File: src/rtl/register_file_if.sv
// rtl/register_file_if.sv - issuer/ROB-facing bundle of the rename-tracking register file
interface register_file_if #(
  parameter int XLEN  = 32,
  parameter int TAG_W = 6
);
  logic             rdy;
  logic             rename_valid;
  logic [4:0]       rename_reg;
  logic [TAG_W-1:0] rename_tag;
  logic [4:0]       check1;
  logic [4:0]       check2;
  logic [XLEN-1:0]  val1;
  logic [XLEN-1:0]  val2;
  logic [TAG_W-1:0] dep1;
  logic [TAG_W-1:0] dep2;
  logic             has_dep1;
  logic             has_dep2;
  logic             commit_valid;
  logic [4:0]       commit_reg;
  logic [TAG_W-1:0] commit_tag;
  logic [XLEN-1:0]  commit_value;
  logic             flush;

  modport master (
    output rdy, rename_valid, rename_reg, rename_tag, check1, check2,
           commit_valid, commit_reg, commit_tag, commit_value, flush,
    input  val1, val2, dep1, dep2, has_dep1, has_dep2
  );

  modport slave (
    input  rdy, rename_valid, rename_reg, rename_tag, check1, check2,
           commit_valid, commit_reg, commit_tag, commit_value, flush,
    output val1, val2, dep1, dep2, has_dep1, has_dep2
  );
endinterface

File: src/rtl/register_file.sv
// rtl/register_file.sv - architectural register file with rename-tag tracking and commit bypass
module register_file #(
  parameter int XLEN  = 32,
  parameter int TAG_W = 6
) (
  input logic             clk,
  input logic             rst,
  register_file_if.slave  bus
);
  logic [XLEN-1:0]  value [32];
  logic [TAG_W-1:0] tag   [32];
  logic [31:0]      busy;

  wire commit_ok = bus.rdy && bus.commit_valid && (bus.commit_reg != 5'd0);
  wire rename_ok = bus.rdy && bus.rename_valid && !bus.flush && (bus.rename_reg != 5'd0);
  wire commit_hit = busy[bus.commit_reg] && (tag[bus.commit_reg] == bus.commit_tag);

  // Later assignments win: rename overrides the commit's busy clear on the same register.
  always_ff @(posedge clk) begin
    if (rst) begin
      for (int i = 0; i < 32; i++) begin
        value[i] <= '0;
        tag[i]   <= '0;
      end
      busy <= '0;
    end else if (bus.rdy) begin
      if (bus.flush) begin
        for (int i = 0; i < 32; i++) tag[i] <= '0;
        busy <= '0;
      end
      if (commit_ok) begin
        value[bus.commit_reg] <= bus.commit_value;
        if (commit_hit) begin
          busy[bus.commit_reg] <= 1'b0;
          tag[bus.commit_reg]  <= '0;
        end
      end
      if (rename_ok) begin
        busy[bus.rename_reg] <= 1'b1;
        tag[bus.rename_reg]  <= bus.rename_tag;
      end
    end
  end

  function automatic logic [XLEN+TAG_W:0] lookup(
    input logic [4:0]       chk,
    input logic [XLEN-1:0]  v,
    input logic [TAG_W-1:0] t,
    input logic             b,
    input logic             cv,
    input logic [4:0]       cr,
    input logic [TAG_W-1:0] ct,
    input logic [XLEN-1:0]  cval
  );
    if (chk == 5'd0)
      return '0;
    // Commit bypass ignores rdy so the issuer never latches a tag being freed.
    else if (cv && (cr == chk) && b && (t == ct))
      return {cval, {TAG_W{1'b0}}, 1'b0};
    else
      return {v, (b ? t : {TAG_W{1'b0}}), b};
  endfunction

  assign {bus.val1, bus.dep1, bus.has_dep1} =
    lookup(bus.check1, value[bus.check1], tag[bus.check1], busy[bus.check1],
           bus.commit_valid, bus.commit_reg, bus.commit_tag, bus.commit_value);

  assign {bus.val2, bus.dep2, bus.has_dep2} =
    lookup(bus.check2, value[bus.check2], tag[bus.check2], busy[bus.check2],
           bus.commit_valid, bus.commit_reg, bus.commit_tag, bus.commit_value);
endmodule

File: src/flat_wrapper.sv
// flat-port wrapper written by rule: the top's interface ports become plain ports
module register_file_flat 
#(
  parameter int XLEN  = 32,
  parameter int TAG_W = 6
)
  (clk, rst, bus_rdy, bus_rename_valid, bus_rename_reg, bus_rename_tag, bus_check1, bus_check2, bus_commit_valid, bus_commit_reg, bus_commit_tag, bus_commit_value, bus_flush, bus_val1, bus_val2, bus_dep1, bus_dep2, bus_has_dep1, bus_has_dep2);
  register_file_if #(.XLEN(XLEN), .TAG_W(TAG_W)) bus_i ();
  input logic clk;
  input logic rst;
  input wire logic [$bits(bus_i.rdy)-1:0] bus_rdy;
  input wire logic [$bits(bus_i.rename_valid)-1:0] bus_rename_valid;
  input wire logic [$bits(bus_i.rename_reg)-1:0] bus_rename_reg;
  input wire logic [$bits(bus_i.rename_tag)-1:0] bus_rename_tag;
  input wire logic [$bits(bus_i.check1)-1:0] bus_check1;
  input wire logic [$bits(bus_i.check2)-1:0] bus_check2;
  input wire logic [$bits(bus_i.commit_valid)-1:0] bus_commit_valid;
  input wire logic [$bits(bus_i.commit_reg)-1:0] bus_commit_reg;
  input wire logic [$bits(bus_i.commit_tag)-1:0] bus_commit_tag;
  input wire logic [$bits(bus_i.commit_value)-1:0] bus_commit_value;
  input wire logic [$bits(bus_i.flush)-1:0] bus_flush;
  output wire logic [$bits(bus_i.val1)-1:0] bus_val1;
  output wire logic [$bits(bus_i.val2)-1:0] bus_val2;
  output wire logic [$bits(bus_i.dep1)-1:0] bus_dep1;
  output wire logic [$bits(bus_i.dep2)-1:0] bus_dep2;
  output wire logic [$bits(bus_i.has_dep1)-1:0] bus_has_dep1;
  output wire logic [$bits(bus_i.has_dep2)-1:0] bus_has_dep2;
  assign bus_i.rdy = bus_rdy;
  assign bus_i.rename_valid = bus_rename_valid;
  assign bus_i.rename_reg = bus_rename_reg;
  assign bus_i.rename_tag = bus_rename_tag;
  assign bus_i.check1 = bus_check1;
  assign bus_i.check2 = bus_check2;
  assign bus_i.commit_valid = bus_commit_valid;
  assign bus_i.commit_reg = bus_commit_reg;
  assign bus_i.commit_tag = bus_commit_tag;
  assign bus_i.commit_value = bus_commit_value;
  assign bus_i.flush = bus_flush;
  assign bus_val1 = bus_i.val1;
  assign bus_val2 = bus_i.val2;
  assign bus_dep1 = bus_i.dep1;
  assign bus_dep2 = bus_i.dep2;
  assign bus_has_dep1 = bus_i.has_dep1;
  assign bus_has_dep2 = bus_i.has_dep2;
  register_file #(.XLEN(XLEN), .TAG_W(TAG_W)) u_core (.clk(clk), .rst(rst), .bus(bus_i));
endmodule
File: config.mk
export PLATFORM = sky130hd
export DESIGN_NAME = register_file_flat
export DESIGN_NICKNAME = d
export VERILOG_FILES = /design/src/rtl/register_file_if.sv /design/src/rtl/register_file.sv /design/src/flat_wrapper.sv
export SDC_FILE = /design/constraint.sdc
export NUM_CORES = 2
export LEC_CHECK = 0
export CORE_ASPECT_RATIO = 1.25
export CORE_UTILIZATION = 55
export CTS_CLUSTER_DIAMETER = 60
export DETAILED_ROUTE_END_ITERATION = 7
export PLACE_DENSITY_LB_ADDON = 0.08
export SLEW_MARGIN = 20
export SYNTH_ARGS = -nofsm -noshare
export SYNTH_HDL_FRONTEND = slang
export SYNTH_SLANG_ARGS = --single-unit
File: constraint.sdc
create_clock -name clk -period 10.3 [get_ports clk]
set_clock_uncertainty 0.2 [all_clocks]
set_input_delay 2.06 -clock clk [delete_from_list [all_inputs] [get_ports clk]]
set_output_delay 2.06 -clock clk [all_outputs]
set_load 0.005 [all_outputs]
==> flow_summary.yaml <==
layout:
  final_area_um2: 77600
  syn2layout_area_growth_pct: 10.7
  num-nets-final: 4780
  final_layout_size_suffix_gt1_share_pct: 24.4
critical_path:
  critPathMaxFanout: 75
  path_cells: "buf_8 -> nor2b_1 -> nand2_1 -> o2111a_1 -> o32ai_1 -> a311oi_1 -> nand4_1 -> buf_4 -> o21ai_0 -> a21oi_1 -> clkdlybuf4s50_1"
  critPathSlowestCell: "nor2b_1"
  cp-end-kind: "output pin"
  criticalPathCategory: "input pin to output pin"
  critPathLaunchType: "input pin"
  crit_required_ns: 8.04
  critPathTopFamily: "buffers and inverters"
  cpPeakStageDelay_ns: 0.89
  timing.critical_path.buf_inv: 3
  arrival_ns: 7.00
logic_synthesis:
  synth_xor_xnor_area_share_pct: 0.262
  synth.top_cell.area_share_pct: 52.1
  synth_edf_count: 1216
  synth_area_leaders: "edfxtp_1, mux4_2, and2_1"
  synth-compound-area-share_pct: 2.98
  synth-simple-area-share_pct: 14.5
  syn_area_um2: 70100
  synth_seq_cells: 1248
  ys_seq_area_share_pct: 53.0
  yosysWarnings: 0
  yosysUniqueCellTypes: 65
  synth_adder_area_share_pct: 0
  syn_inst: 4742
  synth-main-ff-cell: "edfxtp_1"
  syn_area_per_cell_um2: 14.8
  async_flop_share_pct: 0
  synth_top_family_by_area: "multiplexers"
  synth_top_area_cell: "edfxtp_1"
  muxShareOfSynthArea_pct: 26.2
timing:
  rsz0062_at_grt: "false"
  tns_ns: 0
  worst_pin_slew_ns: 1.14
  fmax_mhz: 108
  slew_violations: 0
  period_needed_ns: 9.26
  setup_viol_count_final: 0
  hold_viol_final: 0
  period_share_pct: 89.9
  max_slew_margin_pct: 23.6
floorplan:
  initial_core_util_pct: 55.4
  die_w_um: 321
  rows: 146
  die_y_um: 401
  io_pins: 148
  dieArea_um2: 129000
  coreArea_um2: 127000
hold_path:
  hold_path_class: "flop to flop"
pwr:
  p_per_area_nw_per_um2: 161
  vdd_ir_drop_max_mv: 0.158
  power_leakage_uw: 0.0265
detailed_routing:
  routed.top_layer: "met5"
  firstDrtPassIters: 8
  drtIter0Drc: 7109
  wl_met2_um: 117000
  wl_met1_um: 83600
  wl_per_cell_um: 37.1
  wl_um: 242000
  met3WireLength_um: 25600
  viasPerCell: 7.06
  ant_nets: 0
  drc_errors: 4
  via_count: 46075
clock_tree:
  tritoncts: "built"
  clkTransAtPathRegs_ns: 0.06
  clock-sinks: 1248
  postCtsSetupBuffers: 0
  cts_buffer_depth: 3
  clk_latency_ns: 0.79
  h-tree-depth: 4
  cts_root_buf: "clkbuf_16"
  cts_inserted_buffers: 135
  cts.repair.resized: 0
  ctsHoldBuffers: 0
place:
  place_congestion: 0.992
  hpwlAfterDp_um: 139000
  place_area_um2: 73300
  io_buffers: 147
grt:
  antenna_found_initial: 23
  grt-ovfl-total: 0
  grt_pass1_wl_um: 338000
  grt_start_max_net_pins: 127
  grt_pass1_vias: 45872
  track_usage_pct: 37.9
run_status:
  outcome: "complete, but fails checks"
  violations: "design-rule violations"
job:
  cap_viol_max_count: 0
## where the power goes
group	leakage [µW]	switching (µW)	internal (µW)
Combinational	0.0125	919	767
Clock	0.00210	2090	2730
Sequential	0.0120	164	5850
Total	0.0265	3170	9350
## final timing paths
kind | startpoint | cells after the start | slack [ns] | to
max | bus_check2[0] | 11 | 1.04 | bus_val2[31]
min | u_core.busy[24] | 2 | 0.31 | u_core.busy[24]
max reg2reg | u_core.tag[18][0] | 9 | 6.32 | u_core.tag[18][1]
min reg2reg | u_core.busy[24] | 2 | 0.31 | u_core.busy[24]
## sequential cells by signal, summed over array words and instances (netlist names)
| register | flops |
|---|---|
| u_core.busy | 32 |
| u_core.tag | 192 |
| u_core.value | 1024 |
## synth_stat cells (6+ instances only)
cell type and count:
a21oi_1 42, a22o_1 6, a22oi_1 33, a31oi_1 29
and2_1 1190, and3_1 37, buf_1 42, buf_2 101
buf_4 11, buf_6 6, clkbuf_1 338, dfxtp_1 32
edfxtp_1 1216, inv_1 6, mux2_2 13, mux2i_1 171
mux4_2 734, nand2_1 99, nand2b_1 44, nand3_1 45
nand4_1 13, nor2_1 164, nor2b_1 15, nor3_1 24
nor4_1 19, o211a_1 15, o21ai_0 58, o221ai_1 25
o22ai_1 75, or2_2 6, or3_1 39, or4bb_1 6
xnor2_1 11, xor2_1 10
## per-stage QoR
step	std cells	setup WS, ns	total power [µW]	hold slack (ns)	utilization (%)
after detailed placement	6275	1.27	7770	0.297	57.9
after global placement	6275	1.19	7750	0.287	57.9
final	6526	1.04	12500	0.309	61.3
after CTS	6519	1.26	12500	0.305	61.3
after global routing	6519	0.845	12800	0.334	61.3
after floorplan	4779	3.42	7100	0.265	-
## layer usage
metal / vias up / GRT usage [%]
li1: 18282 / -
met1: 23766 / 47.6
met2: 3244 / 60.6
met3: 775 / 8.22
met4: 8 / 22.3
met5: - / 0
## cell type report
| class | count | area, µm² |
|---|---|---|
| Timing Repair Buffer | 292 | 2640 |
| Inverter | 9 | 38.8 |
| Tap cell | 1702 | 2130 |
| Clock inverter | 70 | 562 |
| Fill cell | 9521 | 49000 |
| Multi-Input combinational cell | 3024 | 31400 |
| Clock buffer | 174 | 3730 |
| Sequential cell | 1248 | 37200 |
| Antenna cell | 7 | 17.5 |
## placed cells by master (no fill, tap or decap), drive strengths merged, types with 5 or more instances in the layout
master            n
xnor2            11
nor2b            15
clkdlybuf4s50   135
nor2            164
mux2             13
mux2i           171
nor3b             5
and3             37
or2               6
or3              39
a21oi            42
o221ai           25
nor4             19
clkinv           56
diode             7
bufinv            7
o211a            15
a31oi            29
or4bb             6
nand2b           44
nor3             24
nand4            13
a22o              6
inv              14
a22oi            33
o21ai            63
clkbuf          175
and2           1191
conb             38
xor2             10
buf             156
and3b             5
nand3            45
o22ai            75
mux4            734
dfxtp            32
edfxtp         1216
nand2            99
## logic make-up after synthesis
group / Yosys count
flops: 1248
buf+inv: 507
simple gates: 1731
compound gates: 316
mux: 918
xor+xnor: 21
other cells: 1
## tightest hold or removal path: cells and delay by family, from the launching register on
kind | cells | cell delay (ns)
AOI/OAI and AO/OA | 1 | 0.06
DFF | 1 | 0.34
and+or+nand+nor | 1 | 0.06
Note: power is estimated with default switching activity, not from simulation.
